### config.mk
export PLATFORM = sky130hd
export DESIGN_NAME = spi_xfer_ctrl
export DESIGN_NICKNAME = d
export VERILOG_FILES = /design/src/rtl/spi_xfer_ctrl.sv
export SDC_FILE = /design/constraint.sdc
export NUM_CORES = 1
export LEC_CHECK = 0
export CAP_MARGIN = 20
export CORE_MARGIN = 2
export CORE_UTILIZATION = 50
export DETAILED_ROUTE_END_ITERATION = 7
export GPL_TIMING_DRIVEN = 0
export PLACE_DENSITY = 0.74
export RECOVER_POWER = 50
export SLEW_MARGIN = 20
export SYNTH_ARGS = -nofsm -noshare
export SYNTH_HDL_FRONTEND = slang
export SYNTH_SLANG_ARGS = --single-unit
### constraint.sdc
create_clock -name clk -period 3.3 [get_ports clk]
set_input_delay 0.33 -clock clk [delete_from_list [all_inputs] [get_ports clk]]
set_output_delay 0.33 -clock clk [all_outputs]
set_load 0.03 [all_outputs]
### src/rtl/spi_xfer_ctrl.sv
// SPI transaction sequencer: frames cs_n with setup/hold/gap delays and moves bytes
// between host-side TX/RX FIFOs and a single-byte-in-flight spi_master handshake.
module spi_xfer_ctrl #(
    parameter int FIFO_DEPTH  = 4,
    parameter int LEN_WIDTH   = 8,
    parameter int DELAY_WIDTH = 8
) (
    input  logic                   clk,
    input  logic                   rst,
    input  logic [DELAY_WIDTH-1:0] cs_setup,
    input  logic [DELAY_WIDTH-1:0] cs_hold,
    input  logic [DELAY_WIDTH-1:0] cs_gap,
    input  logic [LEN_WIDTH-1:0]   cmd_len,
    input  logic                   cmd_vld,
    output logic                   cmd_rdy,
    input  logic [7:0]             tx_data,
    input  logic                   tx_vld,
    output logic                   tx_rdy,
    output logic [7:0]             rx_data,
    output logic                   rx_vld,
    input  logic                   rx_rdy,
    output logic                   busy,
    output logic                   done,
    output logic                   cs_n,
    output logic [7:0]             spi_din,
    output logic                   spi_din_vld,
    input  logic                   spi_din_rdy,
    input  logic [7:0]             spi_dout,
    input  logic                   spi_dout_vld
);
    localparam int AW = $clog2(FIFO_DEPTH);
    localparam int CW = AW + 1;
    localparam logic [CW-1:0] DEPTH_C = CW'(FIFO_DEPTH);

    typedef enum logic [2:0] {S_IDLE, S_SETUP, S_XFER, S_HOLD, S_GAP, S_DONE} state_t;

    state_t                 state_q;
    logic [DELAY_WIDTH-1:0] cnt_q;
    logic [LEN_WIDTH-1:0]   len_q, issued_q, received_q, received_inc;
    logic                   inflight_q, cs_n_q, done_q;

    logic [7:0]    tx_mem_q [FIFO_DEPTH];
    logic [7:0]    rx_mem_q [FIFO_DEPTH];
    logic [AW-1:0] tx_wr_q, tx_rd_q, rx_wr_q, rx_rd_q;
    logic [CW-1:0] tx_cnt_q, tx_cnt_d, rx_cnt_q, rx_cnt_d;
    logic          tx_push, tx_pop, rx_push, rx_pop;

    // Issue only when the RX FIFO can already absorb the returning byte.
    assign spi_din_vld = (state_q == S_XFER) && !inflight_q && (tx_cnt_q != '0)
                         && (issued_q < len_q) && (rx_cnt_q < DEPTH_C);
    assign spi_din     = tx_mem_q[tx_rd_q];
    assign tx_pop      = spi_din_vld && spi_din_rdy;
    assign tx_push     = tx_vld && ((tx_cnt_q != DEPTH_C) || tx_pop);
    assign rx_push     = spi_dout_vld && inflight_q;
    assign rx_pop      = rx_rdy && rx_vld;

    assign tx_rdy       = (tx_cnt_q != DEPTH_C);
    assign rx_vld       = (rx_cnt_q != '0);
    assign rx_data      = rx_mem_q[rx_rd_q];
    assign cmd_rdy      = (state_q == S_IDLE);
    assign busy         = (state_q != S_IDLE);
    assign cs_n         = cs_n_q;
    assign done         = done_q;
    assign received_inc = received_q + 1'b1;

    always_comb begin
        tx_cnt_d = tx_cnt_q;
        if (tx_push && !tx_pop)
            tx_cnt_d = tx_cnt_q + 1'b1;
        else if (!tx_push && tx_pop)
            tx_cnt_d = tx_cnt_q - 1'b1;
        rx_cnt_d = rx_cnt_q;
        if (rx_push && !rx_pop)
            rx_cnt_d = rx_cnt_q + 1'b1;
        else if (!rx_push && rx_pop)
            rx_cnt_d = rx_cnt_q - 1'b1;
    end

    always_ff @(posedge clk or posedge rst) begin
        if (rst) begin
            tx_wr_q  <= '0;
            tx_rd_q  <= '0;
            tx_cnt_q <= '0;
            rx_wr_q  <= '0;
            rx_rd_q  <= '0;
            rx_cnt_q <= '0;
        end else begin
            if (tx_push) tx_wr_q <= tx_wr_q + 1'b1;
            if (tx_pop)  tx_rd_q <= tx_rd_q + 1'b1;
            if (rx_push) rx_wr_q <= rx_wr_q + 1'b1;
            if (rx_pop)  rx_rd_q <= rx_rd_q + 1'b1;
            tx_cnt_q <= tx_cnt_d;
            rx_cnt_q <= rx_cnt_d;
        end
    end

    always_ff @(posedge clk) begin
        if (tx_push) tx_mem_q[tx_wr_q] <= tx_data;
        if (rx_push) rx_mem_q[rx_wr_q] <= spi_dout;
    end

    always_ff @(posedge clk or posedge rst) begin
        if (rst) begin
            state_q    <= S_IDLE;
            cnt_q      <= '0;
            len_q      <= '0;
            issued_q   <= '0;
            received_q <= '0;
            inflight_q <= 1'b0;
            cs_n_q     <= 1'b1;
            done_q     <= 1'b0;
        end else begin
            done_q <= 1'b0;
            cnt_q  <= cnt_q + 1'b1;
            if (tx_pop) begin
                issued_q   <= issued_q + 1'b1;
                inflight_q <= 1'b1;
            end
            if (rx_push) begin
                received_q <= received_inc;
                inflight_q <= 1'b0;
            end
            case (state_q)
                S_IDLE: begin
                    cnt_q <= '0;
                    if (cmd_vld) begin
                        len_q      <= cmd_len;
                        issued_q   <= '0;
                        received_q <= '0;
                        if (cmd_len != '0) begin
                            state_q <= S_SETUP;
                            cs_n_q  <= 1'b0;
                        end else begin
                            state_q <= S_DONE;
                            done_q  <= 1'b1;
                        end
                    end
                end
                S_SETUP: begin
                    if (cnt_q == cs_setup) begin
                        state_q <= S_XFER;
                        cnt_q   <= '0;
                    end
                end
                S_XFER: begin
                    cnt_q <= '0;
                    if (rx_push && (received_inc == len_q))
                        state_q <= S_HOLD;
                end
                S_HOLD: begin
                    if (cnt_q == cs_hold) begin
                        state_q <= S_GAP;
                        cs_n_q  <= 1'b1;
                        cnt_q   <= '0;
                    end
                end
                S_GAP: begin
                    if (cnt_q == cs_gap) begin
                        state_q <= S_DONE;
                        done_q  <= 1'b1;
                        cnt_q   <= '0;
                    end
                end
                S_DONE: begin
                    state_q <= S_IDLE;
                    cnt_q   <= '0;
                end
                default: state_q <= S_IDLE;
            endcase
        end
    end
endmodule

==> metrics.sh, run 1 <==
RUN_STATUS='finished with violations'
VIOLATIONS_IN_THE_FINAL_REPORTS='capacitance limit, slew limit'
DPL_CELL_AREA_UM2=6660
SYNTHESIS.AREA_UM2=5720
RELSLEWSLACK_PCT=-58.3
POST-PLACE-WS_NS=0.382
CRIT_PATH_MAX_FANOUT=8
SYNTH_SEQ_AREA_SHARE_PCT=56.4
GRT_FIRST_PASS_WIRELENGTH_UM=18900
CP_DATA_REQUIRED_TIME_NS=2.97
AREA.SEQUENTIAL_UM2=3220
ROUTE.DETAILED.WL_PER_INST_UM=15.7
HOLD_PATH_STARTPOINT='spi_din_rdy'
DIE_W_UM=111
FLOORPLAN.IO_PINS=78
FILLERS=848
FMAX_MHz=330
SYN_AVG_CELL_AREA_UM2=12.7
AREA_DELTA_SYNTH_FINAL_PCT=26.9
CLOCK_POWER_SHARE_PCT=32.5
DETAILEDPLACEMENTHPWL_UM=7870
FINAL_DESIGN_AREA_NO_FILL_UM2=7250
POWER_PER_CELL_AREA_nW_PER_UM2=778
WL_UM=11000
SEQ_POWER_SHARE_PCT=35.3
CLOCK_TREE.ROOT_CELL='sky130_fd_sc_hd__clkbuf_16'
SYNTH_WARNINGS=0
POWER.SWITCHING_mW=1.89
ANTENNA_FOUND_INITIAL=0
RSZ0062_AT_GRT='no'
FINALHOLDWORSTSLACK_NS=0.418
FIRST_GLOBAL_VIAS=4016
RR_STARTPOINT='issued_q[1]$_DFF_PP0_'
YS_SEQ_ELEMENTS=116
DP.CELLS=669
NNETSFINAL=622
YS_ASYNC_SR_FRACTION_PCT=44.8
MIN_DELAY_WORST_ENDPOINT='tx_wr_q[0]$_DFFE_PP0P_'
SETUP.WORST_PATH.END_CLASS='primary output'
FIN_CRIT_SH_PCT=92.0
CLOCK_TREE.HTREE_LEVEL_COUNT=4
YOSYS_CELL_TYPES=50
CLKSLEWWORSTSETUPHOLDPATHS_NS=0.06
MAX_SLEW.WORST_PIN.SLEW_NS=2.36
CLOCK_INSERTION_DELAY_WORST_SKEW_NS=0.41
CTS-BUFFERS-INSERTED=17
DESIGN.DIE.AREA_UM2=12300
FINALHOLDVIOLCOUNT=0
P_LEAK_nW=2.81
SYN-NUM-NETS=527
IO_BUFFER_COUNT=76
VIAS_PER_CELL=5.40
DRT_FIRST_PASS_ITERS=4
SETUP.REG_TO_REG.WORST_SLACK_NS=0.38
GRT_START_MAX_NET_PINS=53
POST_SYNTH_MAIN_AREA_CONTRIBUTORS='sky130_fd_sc_hd__edfxtp_1 34%, sky130_fd_sc_hd__dfrtp_1 22%, sky130_fd_sc_hd__mux4_2 6.3%, sky130_fd_sc_hd__xor2_1 4.4%, sky130_fd_sc_hd__ha_1 4.4%'
FLOORPLAN.INITIALDENSITY_PCT=50.7
FINALMAXSLEWVIOLATIONS=53
SYNTH_ENABLE_FLOP_CELLS=64
FP.COREAREA_UM2=11300
HOLDPATHSTAGES=4
NUM_ANTENNA_CELLS=0
NUMBER_OF_VIOLATIONS_OF_THE_MAX_CAPACITANCE_LIMIT=1
DRTITER0DRC=201
CLOCK_SINK_COUNT=116
NETLIST_TOP_CELLS_COUNT='64 x sky130_fd_sc_hd__edfxtp_1, 51 x sky130_fd_sc_hd__dfrtp_1, 44 x sky130_fd_sc_hd__nand2_1'
DIE_H_UM=111
REPORT.FINAL.SETUP_VIOL=0
FIN_SKEW_NS=0.00571
ROWS=39
YOSYSMOSTFREQUENTCELL='sky130_fd_sc_hd__edfxtp_1'
SETUP.WORST_PATH.CLASS='reg2out'
GP_CONGESTION=0.824
STARTPOINT_TYPE='flop'
GRT-OVFL-TOTAL=0
FINAL_PERIOD_MINUS_WORST_SETUP_SLACK_NS=3.03
GRT_USAGE_PCT=19.5
FINALSETUPTNS_NS=0
SYNTHESIS.INSTANCES=450
HOLD_BUFFERS=0
WORST_EP_ARRIVAL_TIME_NS=2.70
ROUTE.ANTENNA.REMAINING_NETS=0
MULTI_INPUT_AREA_UM2=2310
SYNTH_TOP_FLOP_CELL='sky130_fd_sc_hd__edfxtp_1'
SWITCHING_SHARE_PCT=33.5
POST-SYNTH-TOP-AREA-FRACTION_PCT=33.6
REMAINING_DRC_ERRORS=0
TRITONCTS='done'
PEAKVDDDROP_V=0.000415
LAYOUT_CELL_SHARE_WITH_DRIVE_STRENGTH_BEYOND_1_PCT=11.8
TIMING.RR.END='tx_cnt_q[2]$_DFFE_PP0P_'
DR_TOTAL_VIAS=3785
SYNTH.LARGEST_AREA_CELL='sky130_fd_sc_hd__edfxtp_1'
SETUP_WS_FINAL_NS=0.265
INTPOWER_mW=3.75
SHARE_COMB_OF_TOTAL_POWER_PCT=32.2
CTS_MAX_PATH_BUFFERS=2
NON_FILLER_CELLS_FINAL=701
HOLDCRITPATHCLASS='in2reg'
WORSTREGTOREGCELLS=11
cell type report:
cell class | count | share of cell area [%]
Multi-Input combinational cell | 291 | 31.9
Timing Repair Buffer | 76 | 10.5
Inverter | 21 | 1.10
Sequential cell | 116 | 44.4
Buffer | 22 | 1.38
Clock buffer | 17 | 5.86
Clock inverter | 15 | 2.36
Tap cell | 143 | 2.47
logic make-up after synthesis:
| family | after synthesis | synth area share, % |
|---|---|---|
| flip-flops | 116 | 56.4 |
| AO/OA/AOI/OAI | 66 | 7.99 |
| AND/OR/NAND/NOR | 120 | 10.6 |
| XOR/XNOR | 57 | 8.73 |
| buffers and inverters | 43 | 3.13 |
| adder cells (fa/ha/maj) | 22 | 5.08 |
| multiplexers | 26 | 8.10 |
sequential cells by signal, indices dropped and copies added, names as in the netlist, 3 cells and up:
name and flops:
cnt_q 8, received_q 8, rx_cnt_q 3, issued_q 8
rx_mem_q 32, tx_cnt_q 3, state_q 3, len_q 8
tx_mem_q 32
per-stage QoR:
stage                     utilization (%)  power [mW]
after floorplan                         -        3.28
after global placement               59.1        3.78
after detailed placement             59.1        3.85
after CTS                            64.4        5.70
after global routing                 64.4        5.96
final                                64.4        5.64
worst max path at each step:
stage,cells past startpoint,to,start
global route,7,spi_din_vld,len_q[7]$_DFFE_PP0P_
global placement,11,tx_cnt_q[2]$_DFFE_PP0P_,issued_q[1]$_DFF_PP0_
detailed placement,11,tx_cnt_q[2]$_DFFE_PP0P_,issued_q[1]$_DFF_PP0_
CTS,7,spi_din_vld,len_q[7]$_DFFE_PP0P_
finish,7,spi_din_vld,len_q[7]$_DFFE_PP0P_
floorplan,11,tx_cnt_q[2]$_DFFE_PP0P_,issued_q[1]$_DFF_PP0_
worst max-delay path: stages, from the launching register on:
cell and delay (ns):
sky130_fd_sc_hd__dfrtp_1 0.35, sky130_fd_sc_hd__inv_1 0.06, sky130_fd_sc_hd__ha_1 0.22, sky130_fd_sc_hd__nor4_1 0.42
sky130_fd_sc_hd__or3b_1 0.42, sky130_fd_sc_hd__buf_6 0.16, sky130_fd_sc_hd__a21oi_1 0.21, sky130_fd_sc_hd__dlygate4sd2_1 0.44
routing by layer:
metal  global-route usage (%)  vias to the layer above  share of wire (%)
li1                         -                     1841                  -
met1                     24.7                     1831                 45
met2                     32.8                      103                 50
met3                     5.52                       10                4.7
met4                     6.00                        0               0.90
met5                        0                        -                  0
power groups by stage:
stage	Clock, mW	Sequential (mW)	Combinational [mW]
after floorplan	0	1.97	1.31
after detailed placement	0	2.02	1.83
after global placement	0	2.00	1.77
after CTS	1.87	2.00	1.84
after global routing	1.94	2.03	2.00
final	1.84	1.99	1.81
placed cells by master, fill, tap and decap left out, types with 3 or more instances in the layout:
master / synthesis / final
sky130_fd_sc_hd__o21a_1: 3 / 3
sky130_fd_sc_hd__clkbuf_16: 0 / 17
sky130_fd_sc_hd__nand4_1: 6 / 6
sky130_fd_sc_hd__and3_1: 9 / 9
sky130_fd_sc_hd__inv_6: 0 / 5
sky130_fd_sc_hd__mux2i_1: 8 / 8
sky130_fd_sc_hd__clkdlybuf4s50_1: 0 / 58
sky130_fd_sc_hd__inv_1: 20 / 20
sky130_fd_sc_hd__o21ai_1: 10 / 10
sky130_fd_sc_hd__mux4_2: 16 / 16
sky130_fd_sc_hd__nor3_1: 4 / 4
sky130_fd_sc_hd__nand2_1: 44 / 44
sky130_fd_sc_hd__ha_1: 20 / 20
sky130_fd_sc_hd__clkbuf_1: 16 / 16
sky130_fd_sc_hd__nand3_1: 13 / 13
sky130_fd_sc_hd__xnor2_1: 28 / 28
sky130_fd_sc_hd__o21ai_0: 8 / 8
sky130_fd_sc_hd__edfxtp_1: 64 / 64
sky130_fd_sc_hd__a21oi_1: 19 / 19
sky130_fd_sc_hd__dfrtp_1: 51 / 51
sky130_fd_sc_hd__nor2_1: 17 / 17
sky130_fd_sc_hd__a2111oi_2: 5 / 5
sky130_fd_sc_hd__nor4_1: 5 / 5
sky130_fd_sc_hd__dlygate4sd3_1: 0 / 17
sky130_fd_sc_hd__xor2_1: 29 / 29
sky130_fd_sc_hd__a211o_1: 5 / 5
sky130_fd_sc_hd__a21boi_1: 3 / 3
sky130_fd_sc_hd__nand2b_1: 7 / 7
sky130_fd_sc_hd__clkinvlp_4: 0 / 3
sky130_fd_sc_hd__or3_1: 3 / 3
timing repair:
| item | CTS | global route |
|---|---|---|
| hold endpoints to repair | 0 | 0 |
| setup buffers | 0 | 0 |
| endpoints found under the setup margin | 1 | 0 |
| gates resized for setup | 1 | 0 |
No activity file was read; power rests on OpenSTA's default activity.
==> run 2, diff against run 1 <==
--- a/config.mk
+++ b/config.mk
@@ -6,7 +6,7 @@
 export NUM_CORES = 1
 export LEC_CHECK = 0
 export CAP_MARGIN = 20
-export CORE_MARGIN = 2
+export CORE_MARGIN = 5
 export CORE_UTILIZATION = 50
 export DETAILED_ROUTE_END_ITERATION = 7
 export GPL_TIMING_DRIVEN = 0
==> run 2 against run 1 <==
Against the previous run: the flow now finishes without violations; via count barely moved; cell count is the same; routed wire length is 2.4% higher; flip-flop and latch count is the same; die area rose by 11%; first-iteration DRC count increased by 12%; clock power is essentially flat; critical path depth is 4 higher; clock skew increased by 0.0064 ns; power grew 0.22%.
==> metrics.sh, run 2 (same netlist as run 1, synthesis figures left out) <==
AREA_DELTA_SYNTH_FINAL_PCT=27.1  # was 26.9%
CLOCK_SINK_COUNT=116  # unchanged
REMAINING_DRC_ERRORS=0  # unchanged
NUM_ANTENNA_CELLS=0  # unchanged
HOLDPATHSTAGES=4  # unchanged
RR_STARTPOINT='issued_q[1]$_DFF_PP0_'  # unchanged
HOLD_BUFFERS=0  # unchanged
FINALHOLDWORSTSLACK_NS=0.433  # was 0.418 ns
NUMBER_OF_VIOLATIONS_OF_THE_MAX_CAPACITANCE_LIMIT=0  # was 1
DRTITER0DRC=226  # was 201
CTS-BUFFERS-INSERTED=17  # unchanged
GRT-OVFL-TOTAL=0  # unchanged
RSZ0062_AT_GRT='no'  # unchanged
FIRST_GLOBAL_VIAS=4069  # was 4016
TIMING.RR.END='tx_cnt_q[2]$_DFFE_PP0P_'  # unchanged
ROUTE.ANTENNA.REMAINING_NETS=0  # unchanged
MIN_DELAY_WORST_ENDPOINT='tx_wr_q[1]$_DFFE_PP0P_'  # was tx_wr_q[0]$_DFFE_PP0P_
HOLDCRITPATHCLASS='in2reg'  # unchanged
DRT_FIRST_PASS_ITERS=4  # unchanged
FLOORPLAN.INITIALDENSITY_PCT=50.5  # was 50.7%
LAYOUT.CELLS.MOST_COMMON_LIST='64 x sky130_fd_sc_hd__edfxtp_1, 58 x sky130_fd_sc_hd__clkdlybuf4s50_1, 51 x sky130_fd_sc_hd__dfrtp_1'  # unchanged
DIE_H_UM=117  # was 111 um
CP_DATA_REQUIRED_TIME_NS=3.62  # was 2.97 ns
CRITPATHMAXSTAGEDELAY_NS=0.48  # was 0.44 ns
GRT_START_MAX_NET_PINS=31  # was 53
WL_UM=11300  # was 11000 um
RUN_STATUS='complete, no violations'  # was finished with violations
RELSLEWSLACK_PCT=15.6  # was -58.3%
GP_CONGESTION=0.813  # was 0.824
FMAX_MHz=331  # was 330 MHz
IO_BUFFER_COUNT=76  # unchanged
SETUP.WORST_PATH.END_CLASS='flop'  # was primary output
HOLD_PATH_STARTPOINT='spi_din_rdy'  # unchanged
CRIT_CHAIN='ha_1, a21o_1, a211oi_1, o21ai_2, a21boi_1, ha_1, inv_1, fa_1, xor2_1, nor2_1, xor2_1'  # was inv_1, ha_1, nor4_1, or3b_1, buf_6, a21oi_1, dlygate4sd2_1
FIN_CRIT_SH_PCT=91.6  # was 92.0%
REPORT.FINAL.SETUP_VIOL=0  # unchanged
ANTENNA_FOUND_INITIAL=0  # unchanged
FP.COREAREA_UM2=11300  # about the same
CLKSLEWWORSTSETUPHOLDPATHS_NS=0.06  # about the same
TRITONCTS='done'  # unchanged
FINAL_PERIOD_MINUS_WORST_SETUP_SLACK_NS=3.02  # was 3.03 ns
CLOCK_TREE.HTREE_LEVEL_COUNT=4  # unchanged
CRITICAL_PATH.SLOWEST_CELL='sky130_fd_sc_hd__a211oi_1'  # was sky130_fd_sc_hd__dlygate4sd2_1
GRT_USAGE_PCT=18.2  # was 19.5%
NUMBER_OF_BUFFER_AND_INVERTER_INSTANCES_ALONG_THE_WORST_SETUP_PATH=1  # was 3
WORST_EP_ARRIVAL_TIME_NS=3.35  # was 2.70 ns
STARTPOINT_TYPE='flop'  # unchanged
VIAS_PER_CELL=5.40  # about the same
FINALSETUPTNS_NS=0  # unchanged
PEAKVDDDROP_V=0.000447  # was 0.000415 V
FINALHOLDVIOLCOUNT=0  # unchanged
WORSTREGTOREGCELLS=11  # unchanged
ROUTE.DETAILED.WL_PER_INST_UM=16.1  # was 15.7 um
CRIT_PATH_MAX_FANOUT=10  # was 8
FIN_SKEW_NS=0.0122  # was 0.00571 ns
DETAILEDPLACEMENTHPWL_UM=8320  # was 7870 um
CLOCK_TREE.ROOT_CELL='sky130_fd_sc_hd__clkbuf_16'  # unchanged
FINALMAXSLEWVIOLATIONS=0  # was 53
ROWS=39  # unchanged
SETUP.REG_TO_REG.WORST_SLACK_NS=0.28  # was 0.38 ns
P_LEAK_nW=2.83  # was 2.81 nW
LAYOUT_CELL_SHARE_WITH_DRIVE_STRENGTH_BEYOND_1_PCT=11.5  # was 11.8%
LAYOUT_TOP_REGISTERS='rx_mem_q: 32 flops, tx_mem_q: 32 flops'  # unchanged
TIMING.CRITICAL_PATH.MAX_DELAY_FAMILY='compound AO/OA/AOI/OAI gates'  # was simple AND/OR/NAND/NOR gates
DIE_W_UM=117  # was 111 um
LAYOUT_COMMONEST_CELL='sky130_fd_sc_hd__edfxtp_1'  # unchanged
CLOCK_INSERTION_DELAY_WORST_SKEW_NS=0.41  # about the same
NNETSFINAL=623  # was 622
DR_TOTAL_VIAS=3788  # was 3785
FLOORPLAN.IO_PINS=78  # unchanged
GRT_FIRST_PASS_WIRELENGTH_UM=19100  # was 18900 um
POWER_PER_CELL_AREA_nW_PER_UM2=778  # about the same
MAX_SLEW.WORST_PIN.SLEW_NS=1.27  # was 2.36 ns
DESIGN.DIE.AREA_UM2=13700  # was 12300 um^2
CTS_MAX_PATH_BUFFERS=2  # unchanged
SETUP.WORST_PATH.CLASS='reg2reg'  # was reg2out
## run 2: worst register-to-register path, cell delays in order, from the launching register on
cell	delay [ns]
sky130_fd_sc_hd__dfrtp_1	0.45
sky130_fd_sc_hd__ha_1	0.30
sky130_fd_sc_hd__a21o_1	0.18
sky130_fd_sc_hd__a211oi_1	0.48
sky130_fd_sc_hd__o21ai_2	0.26
sky130_fd_sc_hd__a21boi_1	0.21
sky130_fd_sc_hd__ha_1	0.20
sky130_fd_sc_hd__inv_1	0.06
sky130_fd_sc_hd__fa_1	0.38
sky130_fd_sc_hd__xor2_1	0.17
sky130_fd_sc_hd__nor2_1	0.11
sky130_fd_sc_hd__xor2_1	0.15
## run 2: routing by layer
layer  vias to the layer above  track usage [%]  share of wire [%]  wire (um)
li1                       1824                -                  -          -
met3                        13             6.27                5.2        591
met4                         0             4.59                1.2        133
met5                         -                0                  0          0
met1                      1859             23.2                 45       5040
met2                        92             29.9                 49       5530
## run 2: what timing repair did
action,CTS,global route
setup endpoints to repair,0,1
buffers inserted,0,0
gates resized for setup,0,1
## run 2: power breakdown
group	internal (mW)	switching, mW
Clock	1.19	0.659
Combinational	0.800	1.01
Sequential	1.82	0.174
## run 2: cell type report
cell class / count / area [um^2]
Buffer: 22 / 100
Clock buffer: 17 / 425
Clock inverter: 14 / 179
Fill cell: 881 / 4050
Inverter: 21 / 78.8
Multi-Input combinational cell: 291 / 2310
Sequential cell: 116 / 3220
Tap cell: 143 / 179
Timing Repair Buffer: 77 / 767
## run 2: stage by stage
step / cells / worst slack [ns] / power (mW) / area [um^2] / util (%)
5_1_grt: 701 / 0.0355 / 6.01 / 7270 / 64.2
2_1_floorplan: 450 / 0.666 / 3.28 / 5720 / -
6_report: 701 / 0.277 / 5.66 / 7270 / 64.2
4_1_cts: 701 / 0.0319 / 5.73 / 7290 / 64.4
3_5_place_dp: 670 / 0.383 / 3.86 / 6690 / 59.1
3_3_place_gp: 669 / 0.441 / 3.78 / 6660 / 58.8
## run 2: worst max-delay path by stage
stage	startpoint	to	slack, ns	depth (start not counted)
2_1_floorplan	issued_q[1]$_DFF_PP0_	tx_cnt_q[2]$_DFFE_PP0P_	0.67	11
3_3_place_gp	issued_q[1]$_DFF_PP0_	tx_cnt_q[2]$_DFFE_PP0P_	0.44	11
3_5_place_dp	issued_q[1]$_DFF_PP0_	tx_cnt_q[2]$_DFFE_PP0P_	0.38	11
4_1_cts	len_q[7]$_DFFE_PP0P_	spi_din_vld	0.03	7
5_1_grt	issued_q[1]$_DFF_PP0_	tx_cnt_q[2]$_DFFE_PP0P_	0.04	11
6_report	issued_q[1]$_DFF_PP0_	tx_cnt_q[2]$_DFFE_PP0P_	0.28	11
